## src/rtl/ex_stage_hs.sv

```systemverilog
// ex_stage_hs: DLX execute stage with valid/ready handshake, forwarding, load-use stall, flush, registered branch resolution; optional iterative MUL under EX_MULDIV_EN
module ex_stage_hs #(
  parameter int XLEN = 32,
  parameter int REGW = 5,
  parameter int IMMW = 16
) (
  input  logic            clk,
  input  logic            rst_n,
  input  logic            in_valid,
  output logic            in_ready,
  input  logic [3:0]      op,
  input  logic [5:0]      opcode,
  input  logic [XLEN-1:0] a,
  input  logic [XLEN-1:0] b,
  input  logic [IMMW-1:0] imm,
  input  logic [REGW-1:0] rs,
  input  logic [REGW-1:0] rt,
  input  logic [REGW-1:0] rd,
  input  logic [1:0]      alusrc,
  input  logic            reg_write,
  input  logic            mem_to_reg,
  input  logic            mem_write,
  input  logic            branch,
  input  logic [REGW-1:0] mem_rd,
  input  logic            mem_rd_we,
  input  logic [XLEN-1:0] mem_fwd_data,
  input  logic            flush,
  output logic            out_valid,
  input  logic            out_ready,
  output logic [XLEN-1:0] result,
  output logic [XLEN-1:0] store_data,
  output logic [REGW-1:0] rd_o,
  output logic            reg_write_o,
  output logic            mem_to_reg_o,
  output logic            mem_write_o,
  output logic            branch_taken,
  output logic            zero,
  output logic            carry,
  output logic            overflow,
  output logic            set,
  output logic            load_stall,
  output logic            busy
);
  localparam int M = XLEN - 1;
  logic adv, accept, idle, wr_alu, wr_mul, start_mul, add_op, sub_op, slt, ovf, cry, zr, cond, ex_ok, unused;
  logic [XLEN-1:0] op_a, op_b, rt_val, alu_res, imm_z, w_res, w_sd;
  logic [XLEN:0] sum;
  logic [REGW-1:0] w_rd;
  logic w_rw, w_mtr, w_mw;
  assign unused = ^opcode[5:2];
  assign adv = !out_valid | out_ready;
  assign load_stall = in_valid & out_valid & mem_to_reg_o & (rd_o != '0) & ((rd_o == rs) | (rd_o == rt));
  assign in_ready = rst_n & adv & !load_stall & idle;
  assign accept = in_valid & in_ready & !flush;
  assign ex_ok = out_valid & reg_write_o & !mem_to_reg_o;
  assign op_a = (ex_ok & rs != '0 & rd_o == rs) ? result :
                (mem_rd_we & rs != '0 & mem_rd == rs) ? mem_fwd_data : a;
  assign rt_val = (ex_ok & rt != '0 & rd_o == rt) ? result :
                  (mem_rd_we & rt != '0 & mem_rd == rt) ? mem_fwd_data : b;
  assign imm_z = {{(XLEN-IMMW){1'b0}}, imm};
  assign op_b = alusrc == 2'b00 ? rt_val :
                alusrc == 2'b01 ? {{(XLEN-IMMW){imm[IMMW-1]}}, imm} :
                alusrc == 2'b10 ? imm_z : imm_z << 16;
`ifdef EX_MULDIV_EN
  assign add_op = op == 4'b0010;
`else
  assign add_op = op == 4'b0010 || op == 4'b1000;
`endif
  assign sub_op = op == 4'b0110 || op == 4'b0111;
  assign sum = {1'b0, op_a} + {1'b0, sub_op ? ~op_b : op_b} + {{XLEN{1'b0}}, sub_op};
  // SLT takes the sign of a-b corrected by its signed overflow
  assign slt = sum[M] ^ ((op_a[M] != op_b[M]) & (sum[M] != op_a[M]));
  assign ovf = add_op ? (op_a[M] == op_b[M]) & (sum[M] != op_a[M]) :
               op == 4'b0110 ? (op_a[M] != op_b[M]) & (sum[M] != op_a[M]) : 1'b0;
  assign cry = (add_op | sub_op) & sum[XLEN];
  assign alu_res = op == 4'b0000 ? op_a & op_b :
                   op == 4'b0001 ? op_a | op_b :
                   op == 4'b1100 ? ~(op_a | op_b) :
                   op == 4'b0111 ? {{M{1'b0}}, slt} : sum[M:0];
  assign zr = alu_res == '0;
  // signed greater-than: non-negative true difference and not equal
  assign cond = opcode[1] ? (alu_res[M] ~^ ovf) & !zr : opcode[0] ? !zr : zr;
`ifdef EX_MULDIV_EN
  localparam int CW = $clog2(XLEN);
  typedef enum logic [1:0] {IDLE, MUL, DONE} state_t;
  state_t state, state_n;
  logic [XLEN-1:0] mul_acc, mul_a, mul_b, h_sd;
  logic [CW-1:0] cnt;
  logic [REGW-1:0] h_rd;
  logic h_rw, h_mtr, h_mw;
  assign start_mul = accept & op == 4'b1000;
  always_ff @(posedge clk or negedge rst_n)
    if (!rst_n) state <= IDLE;
    else state <= state_n;
  always_comb begin
    state_n = state;
    if (flush) state_n = IDLE;
    else if (state == IDLE) state_n = start_mul ? MUL : IDLE;
    else if (state == MUL) state_n = cnt == CW'(XLEN-1) ? DONE : MUL;
    else state_n = adv ? IDLE : DONE;
  end
  always_comb begin
    idle = state == IDLE;
    busy = state == MUL;
    wr_mul = state == DONE & adv;
  end
  always_ff @(posedge clk or negedge rst_n)
    if (!rst_n) begin
      mul_acc <= '0; mul_a <= '0; mul_b <= '0; cnt <= '0; h_sd <= '0;
      h_rd <= '0; h_rw <= 1'b0; h_mtr <= 1'b0; h_mw <= 1'b0;
    end else if (start_mul) begin
      mul_acc <= '0; mul_a <= op_a; mul_b <= op_b; cnt <= '0; h_sd <= rt_val;
      h_rd <= rd; h_rw <= reg_write; h_mtr <= mem_to_reg; h_mw <= mem_write;
    end else if (state == MUL) begin
      mul_acc <= mul_acc + (mul_b[0] ? mul_a : '0);
      mul_a <= mul_a << 1;
      mul_b <= mul_b >> 1;
      cnt <= cnt + 1'b1;
    end
  assign w_res = wr_mul ? mul_acc : alu_res;
  assign w_sd = wr_mul ? h_sd : rt_val;
  assign w_rd = wr_mul ? h_rd : rd;
  assign w_rw = wr_mul ? h_rw : reg_write;
  assign w_mtr = wr_mul ? h_mtr : mem_to_reg;
  assign w_mw = wr_mul ? h_mw : mem_write;
`else
  assign start_mul = 1'b0;
  assign idle = 1'b1;
  assign busy = 1'b0;
  assign wr_mul = 1'b0;
  assign w_res = alu_res;
  assign w_sd = rt_val;
  assign w_rd = rd;
  assign w_rw = reg_write;
  assign w_mtr = mem_to_reg;
  assign w_mw = mem_write;
`endif
  assign wr_alu = accept & !start_mul;
  always_ff @(posedge clk or negedge rst_n)
    if (!rst_n) begin
      out_valid <= 1'b0; result <= '0; store_data <= '0; rd_o <= '0;
      reg_write_o <= 1'b0; mem_to_reg_o <= 1'b0; mem_write_o <= 1'b0;
      branch_taken <= 1'b0; zero <= 1'b0; carry <= 1'b0; overflow <= 1'b0; set <= 1'b0;
    end else if (flush) begin
      out_valid <= 1'b0;
      branch_taken <= 1'b0;
    end else if (adv) begin
      out_valid <= wr_alu | wr_mul;
      branch_taken <= wr_alu & branch & cond;
      if (wr_alu | wr_mul) begin
        result <= w_res; store_data <= w_sd; rd_o <= w_rd;
        reg_write_o <= w_rw; mem_to_reg_o <= w_mtr; mem_write_o <= w_mw;
        zero <= w_res == '0;
        carry <= !wr_mul & cry;
        overflow <= !wr_mul & ovf;
        set <= !wr_mul & op == 4'b0111 & slt;
      end
    end
endmodule

```

## config.mk

```make
export PLATFORM = sky130hd
export DESIGN_NAME = ex_stage_hs
export DESIGN_NICKNAME = d
export VERILOG_FILES = /design/src/rtl/ex_stage_hs.sv
export SDC_FILE = /design/constraint.sdc
export NUM_CORES = 1
export LEC_CHECK = 0
export ABC_AREA = 1
export BUFFER_PORTS_ARGS = -buffer_cell sky130_fd_sc_hd__buf_2
export CORE_MARGIN = 8
export CORE_UTILIZATION = 51
export DETAILED_ROUTE_END_ITERATION = 10
export GPL_TIMING_DRIVEN = 0
export PLACE_DENSITY = 0.8
export SETUP_SLACK_MARGIN = 0.05
export SYNTH_ARGS = -nofsm -noshare
export SYNTH_HDL_FRONTEND = slang
export SYNTH_SLANG_ARGS = --single-unit
```

## constraint.sdc

```tcl
create_clock -name clk -period 4 [get_ports clk]
set_clock_uncertainty 0.05 [all_clocks]
set_input_delay 0.8 -clock clk [delete_from_list [all_inputs] [get_ports clk]]
set_output_delay 0.8 -clock clk [all_outputs]
set_load 0.005 [all_outputs]
```

==> impl_metrics.tcl <==
set metrics [dict create \
    violations "DRC, setup timing" \
    seq_area_sq_um 1950 \
    leakage_nw 7.46 \
    powerDensity_nw_per_um2 330 \
    synth_cells 1650 \
    hp-class "in2async" \
    path_clk_slew_ns 0.07 \
    drt-pass1-iter-count 9 \
    tightest_slew_ns 0.898 \
    cts_tree "done" \
    finalSetupTns_ns -6.92 \
    vias 13611 \
    hpwl_mm 36.2 \
    drc 2 \
    grt_pass1_wl_mm 70.3 \
    async_reset_ff_share_pct 100 \
    die_w_um 154 \
    cts_sinks 78 \
    grt.total_usage_pct 37.3 \
    synth_top_family_by_area "simple AND/OR/NAND/NOR gates" \
    wl_per_cell_um 21.8 \
    avgSynthCellArea_sq_um 5.91 \
    crit_type "in2reg" \
    grt_max_degree 69 \
    grt-ovfl-total 0 \
    largestRegisters "result (32), store_data (32), rd_o (5)" \
    grt_pass1_vias 12600 \
    io_pins 235 \
    first_iter_violations 1578 \
    utilization_pct 78.6 \
    critPathRequiredTime_ns 4.24 \
    area_delta_synth_final_pct 50.8 \
    gp_congestion 1.05 \
    antenna_found_initial 1 \
    fill_cells 1361 \
    routed_wl_mm 49.3 \
    ys_seq_area_share_pct 20.0 \
    final.min_clock_period_ns 5.13 \
    slowest_stage "ha_4" \
    portBuffers 229 \
    crit_path_start_kind "input pin" \
    synth_top_flop_cell "dfrtp_1" \
    worst_setup_path_end_kind "register" \
    yosys.area_share.adder_pct 4.44 \
    synth_compound_area_share_pct 18.8 \
    ir_drop_mv 0.214 \
    cp_common_cell "nand2_1" \
    synth_xor_area_share_pct 3.23 \
    synthMuxAreaShare_pct 0 \
    setup_slack_ns -1.13 \
    hold_violations 0 \
    ys_seq_elements 78 \
    syn-num-nets 1838 \
    fin_nets 2209 \
    synth_enable_flop_cells 0 \
    r2r-start "rd_o[4]$_DFFE_PN0P_" \
    setup_viol 22 \
    ys_types 59 \
    rows 50 \
    via_per_inst 6.02 \
    core-area_sq_um 18700 \
    slew_headroom_pct 40.1 \
    drv_slew 0 \
    syn_area_sq_um 9750 \
    initial_core_util_pct 52.1 \
    clock_latency_ns 0.34 \
    max_freq_ghz 0.195 \
    grt_setup_unrepaired "true" \
    power_mw 4.86 \
    yosysWarningCount 0 \
    die-area_sq_um 23800 \
    die_y_um 154 \
    cts.htree.levels 3 \
    crit_arrival_ns 5.37 \
    cts_max_path_buffers 2 \
    fin_crit_sh_pct 128 \
    cts_root_buf "clkbuf_16" \
    outcome "finished with violations" \
    crit_path_max_incr_delay_ns 0.27 \
    maxCapViolations 0 \
    crit_start "rt[3]" \
    synth-simple-area-share_pct 39.7 \
    drive_gt1_share_pct 42.3 \
    drtAntennaViolNets 0 \
    critPathMaxFanout 6 \
    multiInputGateArea_sq_um 8340 \
    cts_buffers 9 \
]
[where the power goes]
| part | internal, mW | total, mW | leakage [nW] | switching, mW |
|---|---|---|---|---|
| combinational | 1.16 | 2.89 | 6.36 | 1.73 |
| sequential | 0.959 | 1.14 | 0.961 | 0.184 |
| clock | 0.436 | 0.827 | 0.136 | 0.391 |
[worst paths after layout]
check,endpoint,slack (ns),depth (start not counted)
max in group asynchronous,rd_o[4]$_DFFE_PN0P_,3.05,2
setup reg to reg,branch_taken$_DFFE_PN0P_,-1.08,34
hold / removal,store_data[10]$_DFFE_PN0P_,0.25,1
setup / recovery,branch_taken$_DFFE_PN0P_,-1.13,35
hold reg to reg,store_data[23]$_DFFE_PN0P_,0.44,2
min in group clk,store_data[23]$_DFFE_PN0P_,0.44,2
[final cells by class]
cell class | instances | area share [%]
clock inverter | 7 | 0.434
timing repair buffer | 359 | 16.0
inverter | 253 | 6.68
clock buffer | 9 | 1.53
buffer | 68 | 3.29
antenna | 1 | 0.0170
tap | 234 | 1.99
sequential | 78 | 13.3
multi-input combinational | 1252 | 56.7
[layout by cell type, fill, tap and decap left out, types with 33 or more instances in the layout]
cell     Yosys  final
nand2_1    449    376
buf_2       16    230
inv_1      244    213
nand3_1    151    114
buf_4        6    112
nand2_2     35     91
nor2_1     113     82
o21ai_0    135     78
dfrtp_1     78     77
o21ai_2      3     49
nand3_2     20     49
o21ai_1     40     40
buf_6       10     36
a21oi_2      8     33
[metal layers]
metal | track usage, % | vias to the layer above | share of wire, %
met5 | 0 | - | 0
met1 | 44.5 | 6170 | 35
met2 | 62.3 | 1063 | 46
met4 | 21.5 | 0 | 7.4
li1 | - | 6087 | -
met3 | 6.66 | 291 | 12
[timing repair]
action                     CTS  global route
hold buffers                 0             0
resized for setup          299           263
pin swaps                  102           140
setup endpoints to repair   30            34
cloned                       3             0
buffers inserted            78            55
[critical path, delay by kind of cell]
family	cells	cell delay, ns
adder cells (fa/ha/maj)	1	0.27
AND/OR/NAND/NOR	20	2.21
AO/OA/AOI/OAI	8	1.34
buffers and inverters	5	0.49
XOR/XNOR	1	0.25
[cells in the mapped netlist (4+ instances only)]
cell type / number / area (sq um)
o21ai_1: 40 / 200
a21oi_1: 72 / 360
nor2_2: 9 / 56.3
xor2_1: 33 / 289
buf_6: 10 / 113
nor2_1: 113 / 424
dfrtp_1: 78 / 1950
o21ai_0: 135 / 676
o21a_1: 18 / 135
or2_2: 7 / 43.8
inv_2: 7 / 26.3
ha_1: 33 / 413
nand4_1: 23 / 144
nand2_1: 449 / 1690
nor3_1: 25 / 125
a31oi_1: 9 / 56.3
nand3_1: 151 / 756
o211ai_1: 4 / 30.0
buf_4: 6 / 45.0
o22ai_1: 11 / 68.8
buf_1: 5 / 18.8
clkbuf_1: 30 / 113
a21oi_2: 8 / 70.1
nand3_2: 20 / 200
buf_2: 16 / 80.1
nand3b_1: 8 / 60.1
nand2_2: 35 / 219
inv_1: 244 / 916
[logic make-up after synthesis]
group,Yosys count
buf+inv,321
compound gates,323
other cells,1
flops,78
fa+ha+maj,34
xor+xnor,36
simple gates,857
[per-stage QoR]
| step | hold WS [ns] | std cells | setup slack, ns | instance area, sq um |
|---|---|---|---|---|
| 2_1_floorplan | 0.422 | 1650 | -0.401 | 9890 |
| 3_3_place_gp | 0.412 | 2113 | -1.73 | 11300 |
| 3_5_place_dp | 0.416 | 2114 | -1.74 | 11400 |
| 5_1_grt | 0.264 | 2261 | -1.40 | 14700 |
| 6_report | 0.254 | 2261 | -1.13 | 14700 |
| 4_1_cts | 0.257 | 2207 | -0.824 | 13300 |
Power figures use the tool's default switching activity.
